===== src/rtl/ysyx_22050019_axi_pkg.sv =====
// Shared AXI4-Lite response codes, responder FSM states and LFSR constants
// for the instruction SRAM responder.
package ysyx_22050019_axi_pkg;

  localparam logic [1:0] RESP_OKAY   = 2'b00;
  localparam logic [1:0] RESP_SLVERR = 2'b10;
  localparam logic [1:0] RESP_DECERR = 2'b11;

  // Galois form of x^8+x^6+x^5+x^4+1 for a right-shifting register
  localparam logic [7:0] LFSR_SEED = 8'hA5;
  localparam logic [7:0] LFSR_TAPS = 8'hB8;

  typedef enum logic [1:0] {
    IDLE = 2'd0,
    WAIT = 2'd1,
    RESP = 2'd2
  } state_t;

  function automatic logic [7:0] lfsr_next(input logic [7:0] cur);
    return cur[0] ? ((cur >> 1) ^ LFSR_TAPS) : (cur >> 1);
  endfunction

endpackage


===== src/rtl/ysyx_22050019_lfsr8.sv =====
// 8-bit Galois LFSR used for random read latency when
// YSYX_22050019_ISRAM_RAND_LAT_EN is defined; advances once per step.
module ysyx_22050019_lfsr8
  import ysyx_22050019_axi_pkg::*;
(
  input  logic       clk,
  input  logic       rst_n,
  input  logic       step,
  output logic [7:0] value
);

  always_ff @(posedge clk or posedge rst_n) begin
    if (rst_n) begin
      value <= LFSR_SEED;
    end else if (step) begin
      value <= lfsr_next(value);
    end
  end

endmodule


===== src/rtl/ysyx_22050019_isram_rsp.sv =====
// AXI4-Lite read responder for instruction fetch with modelled memory latency.
// Optional YSYX_22050019_ISRAM_RAND_LAT_EN adds LFSR-driven extra latency.
module ysyx_22050019_isram_rsp
  import ysyx_22050019_axi_pkg::*;
#(
  parameter int unsigned           ADDR_W = 64,
  parameter int unsigned           DATA_W = 32,
  parameter logic [ADDR_W-1:0]     BASE   = ADDR_W'(64'h8000_0000),
  parameter logic [ADDR_W-1:0]     SIZE   = ADDR_W'(64'h0800_0000),
  parameter int unsigned           LAT    = 1
) (
  input  logic              clk,
  input  logic              rst_n,
  input  logic              s_axi_arvalid,
  output logic              s_axi_arready,
  input  logic [ADDR_W-1:0] s_axi_araddr,
  output logic              s_axi_rvalid,
  input  logic              s_axi_rready,
  output logic [DATA_W-1:0] s_axi_rdata,
  output logic [1:0]        s_axi_rresp,
  output logic              mem_ren,
  output logic [ADDR_W-1:0] mem_raddr,
  input  logic [DATA_W-1:0] mem_rdata
);

`ifdef YSYX_22050019_ISRAM_RAND_LAT_EN
  localparam int unsigned CNT_W = 5;
`else
  localparam int unsigned CNT_W = 4;
`endif

  // Window bounds carried one bit wider so BASE+SIZE cannot wrap
  localparam logic [ADDR_W:0] WIN_LO = {1'b0, BASE};
  localparam logic [ADDR_W:0] WIN_HI = {1'b0, BASE} + {1'b0, SIZE};

  state_t              state;
  logic [CNT_W-1:0]    cnt;
  logic [ADDR_W-1:0]   addr_q;
  logic [1:0]          code_q;
  logic [1:0]          dec_code;
  logic [ADDR_W:0]     addr_ext;
  logic [CNT_W-1:0]    lat_eff;

  // Response code for the address currently on the AR channel
  always_comb begin
    dec_code = RESP_OKAY;
    addr_ext = {1'b0, s_axi_araddr};
    if (s_axi_araddr[1:0] != 2'b00) begin
      dec_code = RESP_SLVERR;
    end else if ((addr_ext < WIN_LO) || (addr_ext >= WIN_HI)) begin
      dec_code = RESP_DECERR;
    end
  end

`ifdef YSYX_22050019_ISRAM_RAND_LAT_EN
  logic       ar_hs;
  logic [7:0] lfsr_value;

  assign ar_hs = (state == IDLE) && s_axi_arready && s_axi_arvalid;

  ysyx_22050019_lfsr8 u_lfsr (
    .clk   (clk),
    .rst_n (rst_n),
    .step  (ar_hs),
    .value (lfsr_value)
  );

  assign lat_eff = CNT_W'(LAT) + CNT_W'(lfsr_value[2:0]);
`else
  assign lat_eff = CNT_W'(LAT);
`endif

  // mem_ren is raised one edge early so it is high exactly during the
  // cycle in which the last wait count reaches zero and data is sampled.
  always_ff @(posedge clk or posedge rst_n) begin
    if (rst_n) begin
      state         <= IDLE;
      cnt           <= '0;
      addr_q        <= '0;
      code_q        <= RESP_OKAY;
      s_axi_arready <= 1'b0;
      s_axi_rvalid  <= 1'b0;
      s_axi_rdata   <= '0;
      s_axi_rresp   <= RESP_OKAY;
      mem_ren       <= 1'b0;
      mem_raddr     <= '0;
    end else begin
      mem_ren <= 1'b0;
      case (state)
        IDLE: begin
          if (!s_axi_arready) begin
            s_axi_arready <= 1'b1;
          end else if (s_axi_arvalid) begin
            addr_q        <= s_axi_araddr;
            code_q        <= dec_code;
            cnt           <= lat_eff;
            s_axi_arready <= 1'b0;
            state         <= WAIT;
            if ((dec_code == RESP_OKAY) && (lat_eff == '0)) begin
              mem_ren   <= 1'b1;
              mem_raddr <= s_axi_araddr;
            end
          end
        end

        WAIT: begin
          if (cnt != '0) begin
            cnt <= cnt - CNT_W'(1);
            if ((cnt == CNT_W'(1)) && (code_q == RESP_OKAY)) begin
              mem_ren   <= 1'b1;
              mem_raddr <= addr_q;
            end
          end else begin
            s_axi_rdata  <= (code_q == RESP_OKAY) ? mem_rdata : '0;
            s_axi_rresp  <= code_q;
            s_axi_rvalid <= 1'b1;
            state        <= RESP;
          end
        end

        RESP: begin
          if (s_axi_rready) begin
            s_axi_rvalid  <= 1'b0;
            s_axi_arready <= 1'b1;
            state         <= IDLE;
          end
        end

        default: state <= IDLE;
      endcase
    end
  end

endmodule


===== config.mk =====
export PLATFORM = sky130hd
export DESIGN_NAME = ysyx_22050019_isram_rsp
export DESIGN_NICKNAME = d
export VERILOG_FILES = /design/src/rtl/ysyx_22050019_axi_pkg.sv /design/src/rtl/ysyx_22050019_lfsr8.sv /design/src/rtl/ysyx_22050019_isram_rsp.sv
export SDC_FILE = /design/constraint.sdc
export NUM_CORES = 1
export LEC_CHECK = 0
export BUFFER_PORTS_ARGS = -buffer_cell sky130_fd_sc_hd__buf_2
export CAP_MARGIN = 20
export CORE_ASPECT_RATIO = 2
export CORE_UTILIZATION = 55
export DETAILED_ROUTE_END_ITERATION = 10
export GPL_ROUTABILITY_DRIVEN = 0
export HOLD_SLACK_MARGIN = 0.15
export PLACE_DENSITY = 0.84
export SLEW_MARGIN = 5
export SYNTH_ARGS = -nofsm -noshare
export SYNTH_HDL_FRONTEND = slang
export SYNTH_SLANG_ARGS = --single-unit

===== constraint.sdc =====
create_clock -name clk -period 9.32 [get_ports clk]
set_input_delay 1.864 -clock clk [delete_from_list [all_inputs] [get_ports clk]]
set_output_delay 1.864 -clock clk [all_outputs]
set_load 0.05 [all_outputs]

==> flow_summary.yaml, run 1 <==
status:
  status: "completed"
critical_path:
  path_cells: "buf_2 -> nor4_1 -> nand4_1 -> nor4_1 -> a31oi_1"
  cp_slowest_cell: "nor4_1"
  cp-start-kind: "input pin"
  path_common_cell: "nor4_1"
  worst_setup_path_end_kind: "flip-flop"
  slowest_delay_ns: 0.63
  cp_top_family: "simple AND/OR/NAND/NOR gates"
  arrival_ns: 3.51
  critical_path_buf_inv_count: 1
  crit_type: "input pin to flip-flop"
  path_max_fanout: 2
  required_ns: 9.56
power:
  clockPowerShare_pct: 18.6
  p_leak_nw: 4.44
  peakVddDrop_uv: 288
  p_seq_share_pct: 37.0
  p_int_mw: 1.98
  switching_power_mw: 1.56
  total_power_mw: 3.54
  swShare_pct: 44.1
  p_per_area_nw_per_um2: 417
  comb_power_share_pct: 44.3
cells_and_area:
  antenna_cells: 0
  fin_util_pct: 70.0
  multi_input_area_um2: 2350
  area.sequential_um2: 4330
  fillers: 852
  drive_gt1_share_pct: 53.7
  area_growth_pct: 24.3
  nNetsFinal: 781
clock_tree:
  numCtsBuffers: 17
  cts_resized: 0
  cts_hold_buf: 0
  cts.sink_count: 173
  cts_tree: "built"
  clk_pin_slew_worst_paths_ns: 0.07
  cts_htree_levels: 4
  cts_buffer_depth: 2
  cts-root-buf: "clkbuf_16"
  post_cts_buffers: 0
  clk_latency_ns: 0.42
sta:
  max_clock_freq_mhz: 306
  rsz0062_at_grt: "no"
  max-slew-margin-rel_pct: 24.6
  skew_ns: 0.00933
  fin_crit_sh_pct: 35.1
  finalHoldViolations: 0
  tns_ns: 0
  worstMarginPinSlew_ns: 1.13
  setup_viol: 0
  finalMaxSlewViolations: 0
  period_minus_slack_ns: 3.27
synth:
  synth-seq-area-share_pct: 63.4
  postSynthAreaPerCell_um2: 14.3
  synthFlopType: "dfrtp_1"
  syn-instance-count: 479
  synth_common_cells: "dfrtp_1 (173), mux2_2 (81), nand2_1 (70), mux2_4 (49), o21ai_0 (35)"
  muxShareOfSynthArea_pct: 24.1
  synth_adder_area_share_pct: 0.366
  synth_top_area_share_pct: 63.4
  synth_compound_area_share_pct: 3.13
  synthSimpleGateAreaFrac_pct: 6.35
  ys_warn_count: 0
  synth_top_area_cell: "dfrtp_1"
  ys_async_sr_fraction_pct: 100
  ys_ff_latch: 173
  synth-xor-area-share_pct: 0.256
  syn_nets: 581
  synth_top_family_by_area: "multiplexers"
  syn_area_um2: 6830
  synth-edff-count: 0
  yosys.cell_count.top_type: "dfrtp_1"
  synth_area_leaders: "dfrtp_1 (63%), mux2_2 (13%), mux2_4 (11%), nand2_1 (3.8%), o21ai_0 (2.6%)"
  ys_types: 28
run:
  cap_violations: 0
routing:
  vias: 4461
  drt-initial-drc-count: 198
  first_pass_iters: 4
  wl_per_cell_um: 17.7
  antenna_left: 0
  vias_per_cell: 5.32
  wirelength_mm: 14.8
  drc_errors: 0
floorplan:
  io_pins: 201
  die_w_um: 80.8
  rows: 57
  core_um2: 12100
  dieArea_um2: 12900
  start_util_pct: 56.4
  die_y_um: 160
global_route:
  grt_pass1_wl_mm: 23.9
  gr-total-overflow: 0
  antenna_found_initial: 0
  first_global_vias: 4796
  grt_max_degree: 100
  track_usage_pct: 24.8
placed_design:
  dpl.hpwl_mm: 10.4
  portBuffers: 200
hold_path:
  hold_class: "flip-flop to flip-flop"
## cells by family after synthesis
family          Yosys count
simple gates            101
mux                     130
compound gates           41
fa+ha+maj                 2
buf+inv                  30
xor+xnor                  2
flops                   173
## cell type report
| type | count | area share (%) |
|---|---|---|
| Clock inverter | 12 | 1.24 |
| Tap cell | 147 | 2.17 |
| Multi-Input combinational cell | 276 | 27.6 |
| Timing Repair Buffer | 205 | 12.3 |
| Sequential cell | 173 | 51.0 |
| Inverter | 6 | 0.324 |
| Clock buffer | 19 | 5.33 |
## worst reg2reg max path, cell delays in order (launching register included)
cell,delay (ns)
dfrtp_1,0.40
nor2_2,0.62
buf_8,0.24
nand4_1,0.11
buf_4,0.48
mux2_4,0.48
## registers in the layout, summed over array words and instances (netlist names)
name           flops
cnt                4
mem_raddr         64
s_axi_arready      1
addr_q            64
code_q             2
s_axi_rvalid       1
state              2
s_axi_rdata       32
s_axi_rresp        2
mem_ren            1
## per-stage QoR
stage          hold slack (ns)  cell area [um2]  setup WS (ns)  std cells
2_1_floorplan            0.477             6830           2.77        479
3_3_place_gp             0.459             7920           5.59        806
3_5_place_dp             0.466             7930           5.51        807
4_1_cts                  0.481             8490           5.95        838
5_1_grt                  0.505             8490           5.90        838
6_report                 0.477             8490           6.05        838
## power groups by stage
stage                     Combinational [mW]  Clock [mW]  Sequential (mW)
after floorplan                        0.518           0             1.99
after global routing                    1.65       0.710             1.36
after CTS                               1.58       0.676             1.32
final                                   1.57       0.661             1.31
after global placement                  1.53           0             1.29
after detailed placement                1.57           0             1.33
## final timing paths
| check | cells after the start | endpoint | start | slack [ns] |
|---|---|---|---|---|
| min reg2reg | 2 | s_axi_rdata[7]$_DFFE_PP0P_ | s_axi_rdata[7]$_DFFE_PP0P_ | 0.48 |
| min | 2 | s_axi_rdata[7]$_DFFE_PP0P_ | s_axi_rdata[7]$_DFFE_PP0P_ | 0.48 |
| max | 5 | code_q[1]$_DFFE_PP0P_ | s_axi_araddr[63] | 6.05 |
| max in group asynchronous | 3 | mem_raddr[45]$_DFFE_PP0P_ | rst_n | 6.23 |
| max reg2reg | 5 | mem_raddr[31]$_DFFE_PP0P_ | code_q[0]$_DFFE_PP0P_ | 6.88 |
| min in group asynchronous | 2 | s_axi_rdata[20]$_DFFE_PP0P_ | rst_n | 1.63 |
## layer usage
metal  vias up  global-route usage [%]  share of wire (%)
met5         -                       0                  0
li1       2051                       -                  -
met4         0                    11.8                3.5
met3        33                    5.94                4.4
met1      2228                    26.2                 36
met2       149                    44.4                 56
## cells in the final DEF, fill, tap and decap left out, types with 4 or more instances in the layout
cell type,instances
buf_2,200
buf_4,4
nand2_1,70
nor4_1,9
clkinvlp_4,4
inv_1,5
inv_6,5
clkbuf_16,17
o21ai_0,35
mux2_4,49
nor2_1,10
mux2_2,81
dfrtp_1,173
No activity file was read; power rests on OpenSTA's default activity.
==> inputs of run 2 (changes only) <==
- CORE_UTILIZATION: 55 -> 51
- PLACE_DENSITY: 0.84 -> 0.79
- clock period: 9.32 -> 3.2 ns (I/O delays scaled with it)
==> flow_summary.yaml, run 2 (synthesis results as in run 1) <==
clock_tree:
  cts_hold_buf: 0
  clk_latency_ns: 0.42
  cts-root-buf: "clkbuf_16"
  post_cts_buffers: 0
  cts_tree: "built"
  cts.sink_count: 173
  cts_resized: 0
  cts_buffer_depth: 2
  numCtsBuffers: 17
  clk_pin_slew_worst_paths_ns: 0.07
  cts_htree_levels: 4
sta:
  skew_ns: 0.0113
  finalHoldViolations: 0
  setup_viol: 0
  setup_ws_ns: 1.07
  finalMaxSlewViolations: 0
  tns_ns: 0
  max_clock_freq_mhz: 469
  fin_crit_sh_pct: 66.6
  max-slew-margin-rel_pct: 50.8
  period_minus_slack_ns: 2.13
  worstMarginPinSlew_ns: 0.739
  rsz0062_at_grt: "no"
cells_and_area:
  reg_top3: "addr_q x64, mem_raddr x64, s_axi_rdata x32"
  stdcell_area_um2: 8600
  final_cell_mix: "buf_2 (200), dfrtp_1 (173), mux2_2 (81)"
  area.sequential_um2: 4330
  drive_gt1_share_pct: 53.9
  fillers: 996
  multi_input_area_um2: 2350
  layout_commonest_cell: "buf_2"
  nNetsFinal: 783
  fin_util_pct: 65.8
  antenna_cells: 0
  area_growth_pct: 25.9
run:
  cap_violations: 0
hold_path:
  hold_class: "input pin to asynchronous set/reset pin"
critical_path:
  arrival_ns: 2.44
  worst_setup_path_end_kind: "flip-flop"
  rr_startpoint: "cnt[0]$_DFFE_PP0P_"
  r2r_slack_ns: 1.07
  timing.rr.end: "mem_raddr[56]$_DFFE_PP0P_"
  worstRegToRegCells: 6
  path_max_fanout: 42
  required_ns: 3.50
  crit_type: "flip-flop to flip-flop"
  cp-start-kind: "flip-flop"
power:
  p_leak_nw: 4.49
  peakVddDrop_uv: 684
  p_per_area_nw_per_um2: 1220
global_route:
  track_usage_pct: 22.5
  grt_max_degree: 95
  first_global_vias: 4811
  gr-total-overflow: 0
  grt_pass1_wl_mm: 24.3
  antenna_found_initial: 0
floorplan:
  rows: 59
  start_util_pct: 52.3
  die_w_um: 83.8
  die_y_um: 166
  core_um2: 13100
  dieArea_um2: 13900
  io_pins: 201
placed_design:
  portBuffers: 200
  pre_cts_ws_ns: 0.813
  dpl.hpwl_mm: 10.6
  dpl_cell_area_um2: 7980
status:
  violations: "design-rule violations"
  status: "finished with violations"
routing:
  drt-initial-drc-count: 243
  first_pass_iters: 7
  wirelength_mm: 14.8
  wl_per_cell_um: 17.5
  antenna_left: 0
  drc_errors: 32
  vias: 4467
  vias_per_cell: 5.28
-- run 2: cell count changes in the layout (fill, tap and decap cells not counted), sizes merged --
cell      previous run  this run
buf                205       207
bufinv               0         2
clkbuf              19        17
clkinv               2         3
clkinvlp             4         2
inv                 12        14
-- run 2: worst max path at each step --
stage                             startpoint                         to  slack (ns)  cells past startpoint
after detailed placement    s_axi_araddr[63]      code_q[1]$_DFFE_PP0P_        0.81                      5
after global routing      cnt[2]$_DFFE_PP0P_  mem_raddr[59]$_DFFE_PP0P_        0.92                      5
after CTS                 cnt[0]$_DFFE_PP0P_  mem_raddr[59]$_DFFE_PP0P_        1.07                      6
final                     cnt[0]$_DFFE_PP0P_  mem_raddr[56]$_DFFE_PP0P_        1.07                      6
after global placement      s_axi_araddr[63]      code_q[1]$_DFFE_PP0P_        0.84                      5
after floorplan                        rst_n      addr_q[0]$_DFFE_PP0P_        0.35                      1
-- run 2: report_power, final --
part | internal (mW) | switching [mW] | leakage [nW]
Combinational | 1.50 | 3.06 | 1.97
Sequential | 3.23 | 0.608 | 2.22
Clock | 1.20 | 0.930 | 0.301
-- run 2: per-layer routing --
| metal | up-vias | global-route usage, % | part of all wire [%] |
|---|---|---|---|
| li1 | 2042 | - | - |
| met1 | 2235 | 24.9 | 36 |
| met2 | 158 | 40.7 | 56 |
| met3 | 32 | 4.88 | 5.2 |
| met4 | 0 | 10.4 | 3.0 |
| met5 | - | 0 | 0 |
-- run 2: layout make-up --
class | instances | share of cell area [%]
timing repair buffer | 207 | 12.7
multi-input combinational | 276 | 27.3
tap | 152 | 2.21
sequential | 173 | 50.3
clock inverter | 15 | 2.24
clock buffer | 17 | 4.95
inverter | 6 | 0.305
-- run 2: through the flow --
step / power (mW) / instances / hold slack, ns
2_1_floorplan: 7.30 / 479 / 0.477
3_3_place_gp: 8.26 / 814 / 0.458
3_5_place_dp: 8.48 / 814 / 0.467
4_1_cts: 10.6 / 846 / 0.263
5_1_grt: 11.0 / 846 / 0.291
6_report: 10.5 / 846 / 0.261
-- run 2: critical path: stages (launching register included) --
cell and delay (ns):
dfrtp_1 0.43, inv_1 0.09, ha_1 0.22, a21oi_2 0.09, nand4_1 0.14, buf_4 0.59
mux2_2 0.42
==> inputs of run 3 (changes only) <==
- CORE_UTILIZATION: 51 -> 46
- PLACE_DENSITY: 0.79 -> 0.75
- clock period: 3.2 -> 1.96 ns (I/O delays scaled with it)
==> flow_summary.yaml, run 3 (synthesis results as in run 1) <==
routing:
  drt-initial-drc-count: 165
  wirelength_mm: 14.9
  wl_per_cell_um: 16.4
  antenna_left: 0
  vias: 4459
  drc_errors: 0
  first_pass_iters: 4
  vias_per_cell: 4.93
sta:
  rsz0062_at_grt: "no"
  max_clock_freq_mhz: 554
  worstMarginPinSlew_ns: 0.582
  holdWs_ns: 0.193
  setup_viol: 0
  period_minus_slack_ns: 1.81
  max-slew-margin-rel_pct: 60.9
  finalHoldViolations: 0
  finalMaxSlewViolations: 0
  fin_crit_sh_pct: 92.1
  skew_ns: 0.00710
power:
  total_power_mw: 17.0
  peakVddDrop_uv: 1050
  p_leak_nw: 4.58
  p_per_area_nw_per_um2: 1920
placed_design:
  portBuffers: 200
  dpl.hpwl_mm: 11.1
  placed_cells: 870
run:
  cap_violations: 0
cells_and_area:
  fin_cells: 904
  drive_gt1_share_pct: 54.6
  fillers: 1176
  antenna_cells: 0
  layout_commonest_cell: "buf_2"
  area.sequential_um2: 4330
  nNetsFinal: 802
  reg_top3: "addr_q x64, mem_raddr x64, s_axi_rdata x32"
  multi_input_area_um2: 2350
  final_cell_mix: "buf_2 (200), dfrtp_1 (173), mux2_2 (81)"
  area_growth_pct: 29.6
clock_tree:
  cts-root-buf: "clkbuf_16"
  clk_pin_slew_worst_paths_ns: 0.06
  clk_latency_ns: 0.42
  numCtsBuffers: 17
  cts.sink_count: 173
  cts_buffer_depth: 2
  cts_resized: 0
  cts_tree: "built"
  cts_htree_levels: 4
critical_path:
  timing.rr.end: "mem_raddr[56]$_DFFE_PP0P_"
  path_max_fanout: 37
  arrival_ns: 2.10
  critical_path_buf_inv_count: 3
  slowest_delay_ns: 0.42
  path_cells: "inv_1 -> ha_1 -> a21oi_2 -> nand4_1 -> buf_4 -> buf_12 -> mux2_2"
  rr_startpoint: "cnt[0]$_DFFE_PP0P_"
  worst_setup_path_end_kind: "flip-flop"
  crit_type: "flip-flop to flip-flop"
  required_ns: 2.26
  cp-endpoint: "mem_raddr[56]$_DFFE_PP0P_"
  cp_top_family: "buffers and inverters"
  r2r_slack_ns: 0.15
  setup.worst_path.start: "cnt[0]$_DFFE_PP0P_"
  worstRegToRegCells: 7
  cp-start-kind: "flip-flop"
  cp.depth: 7
  cp_slowest_cell: "dfrtp_1"
status:
  status: "completed"
global_route:
  first_global_vias: 4905
  gr-total-overflow: 0
  met2_usage_pct: 37.9
  track_usage_pct: 20.8
  antenna_found_initial: 0
  grt_max_degree: 55
  met3_usage_pct: 4.13
  gr-usage-met1_pct: 21.8
  grt_busiest_layer: "met2"
  grt_pass1_wl_mm: 24.1
floorplan:
  io_pins: 201
  rows: 62
  die_w_um: 88.2
  dieArea_um2: 15400
  start_util_pct: 47.4
  die_y_um: 174
  core_um2: 14400
hold_path:
  hold_class: "input pin to flip-flop"
run 3: area by class of cell:
type	instances	share of cell area, %
Tap cell	192	2.71
Clock inverter	12	1.31
Multi-Input combinational cell	276	26.5
Clock buffer	19	4.89
Inverter	6	0.297
Timing Repair Buffer	226	15.4
Sequential cell	173	48.9
run 3: worst min-delay path by stage:
stage	startpoint	endpoint	slack, ns	cells after the start
after global routing	s_axi_araddr[2]	addr_q[2]$_DFFE_PP0P_	0.18	2
after CTS	s_axi_rready	state[1]$_DFFE_PP0P_	0.18	2
after global placement	rst_n	s_axi_rdata[27]$_DFFE_PP0P_	0.42	2
after floorplan	addr_q[1]$_DFFE_PP0P_	mem_raddr[1]$_DFFE_PP0P_	0.48	1
final	s_axi_rready	state[1]$_DFFE_PP0P_	0.19	2
after detailed placement	rst_n	s_axi_rdata[26]$_DFFE_PP0P_	0.43	2
run 3: report_power, final:
part           internal [mW]  switching (mW)
clock                   1.75            1.37
combinational           2.62            5.02
sequential              5.28           0.951
run 3: worst reg2reg max path: cells and delay by family, from the launching register on:
family                   cells  cell delay, ns
AO/OA/AOI/OAI                1            0.08
multiplexers                 1            0.40
AND/OR/NAND/NOR              1            0.08
adder cells (fa/ha/maj)      1            0.22
flip-flops                   1            0.42
buffers and inverters        3            0.49
run 3: per-stage QoR:
step	setup TNS (ns)	utilization, %	setup slack [ns]	instance area (um2)
finish	0	61.4	0.155	8850
global route	0	61.4	0.0348	8850
CTS	0	61.3	0.00610	8840
detailed placement	-0.440	57.4	-0.221	8280
global placement	-0.293	57.4	-0.154	8280
floorplan	-111.18	-	-0.643	6840
run 3: layer usage:
| metal | wire length, um | vias up | share of wire (%) |
|---|---|---|---|
| li1 | - | 2082 | - |
| met1 | 5520 | 2196 | 37 |
| met2 | 8260 | 149 | 56 |
| met3 | 585 | 32 | 3.9 |
| met4 | 492 | 0 | 3.3 |
| met5 | 0 | - | 0 |
run 3: what timing repair did:
item                       4_1_cts  5_1_grt
hold buffers                     1        0
hold endpoints to repair        16        0
setup endpoints to repair        0       64
setup buffers                    0        2
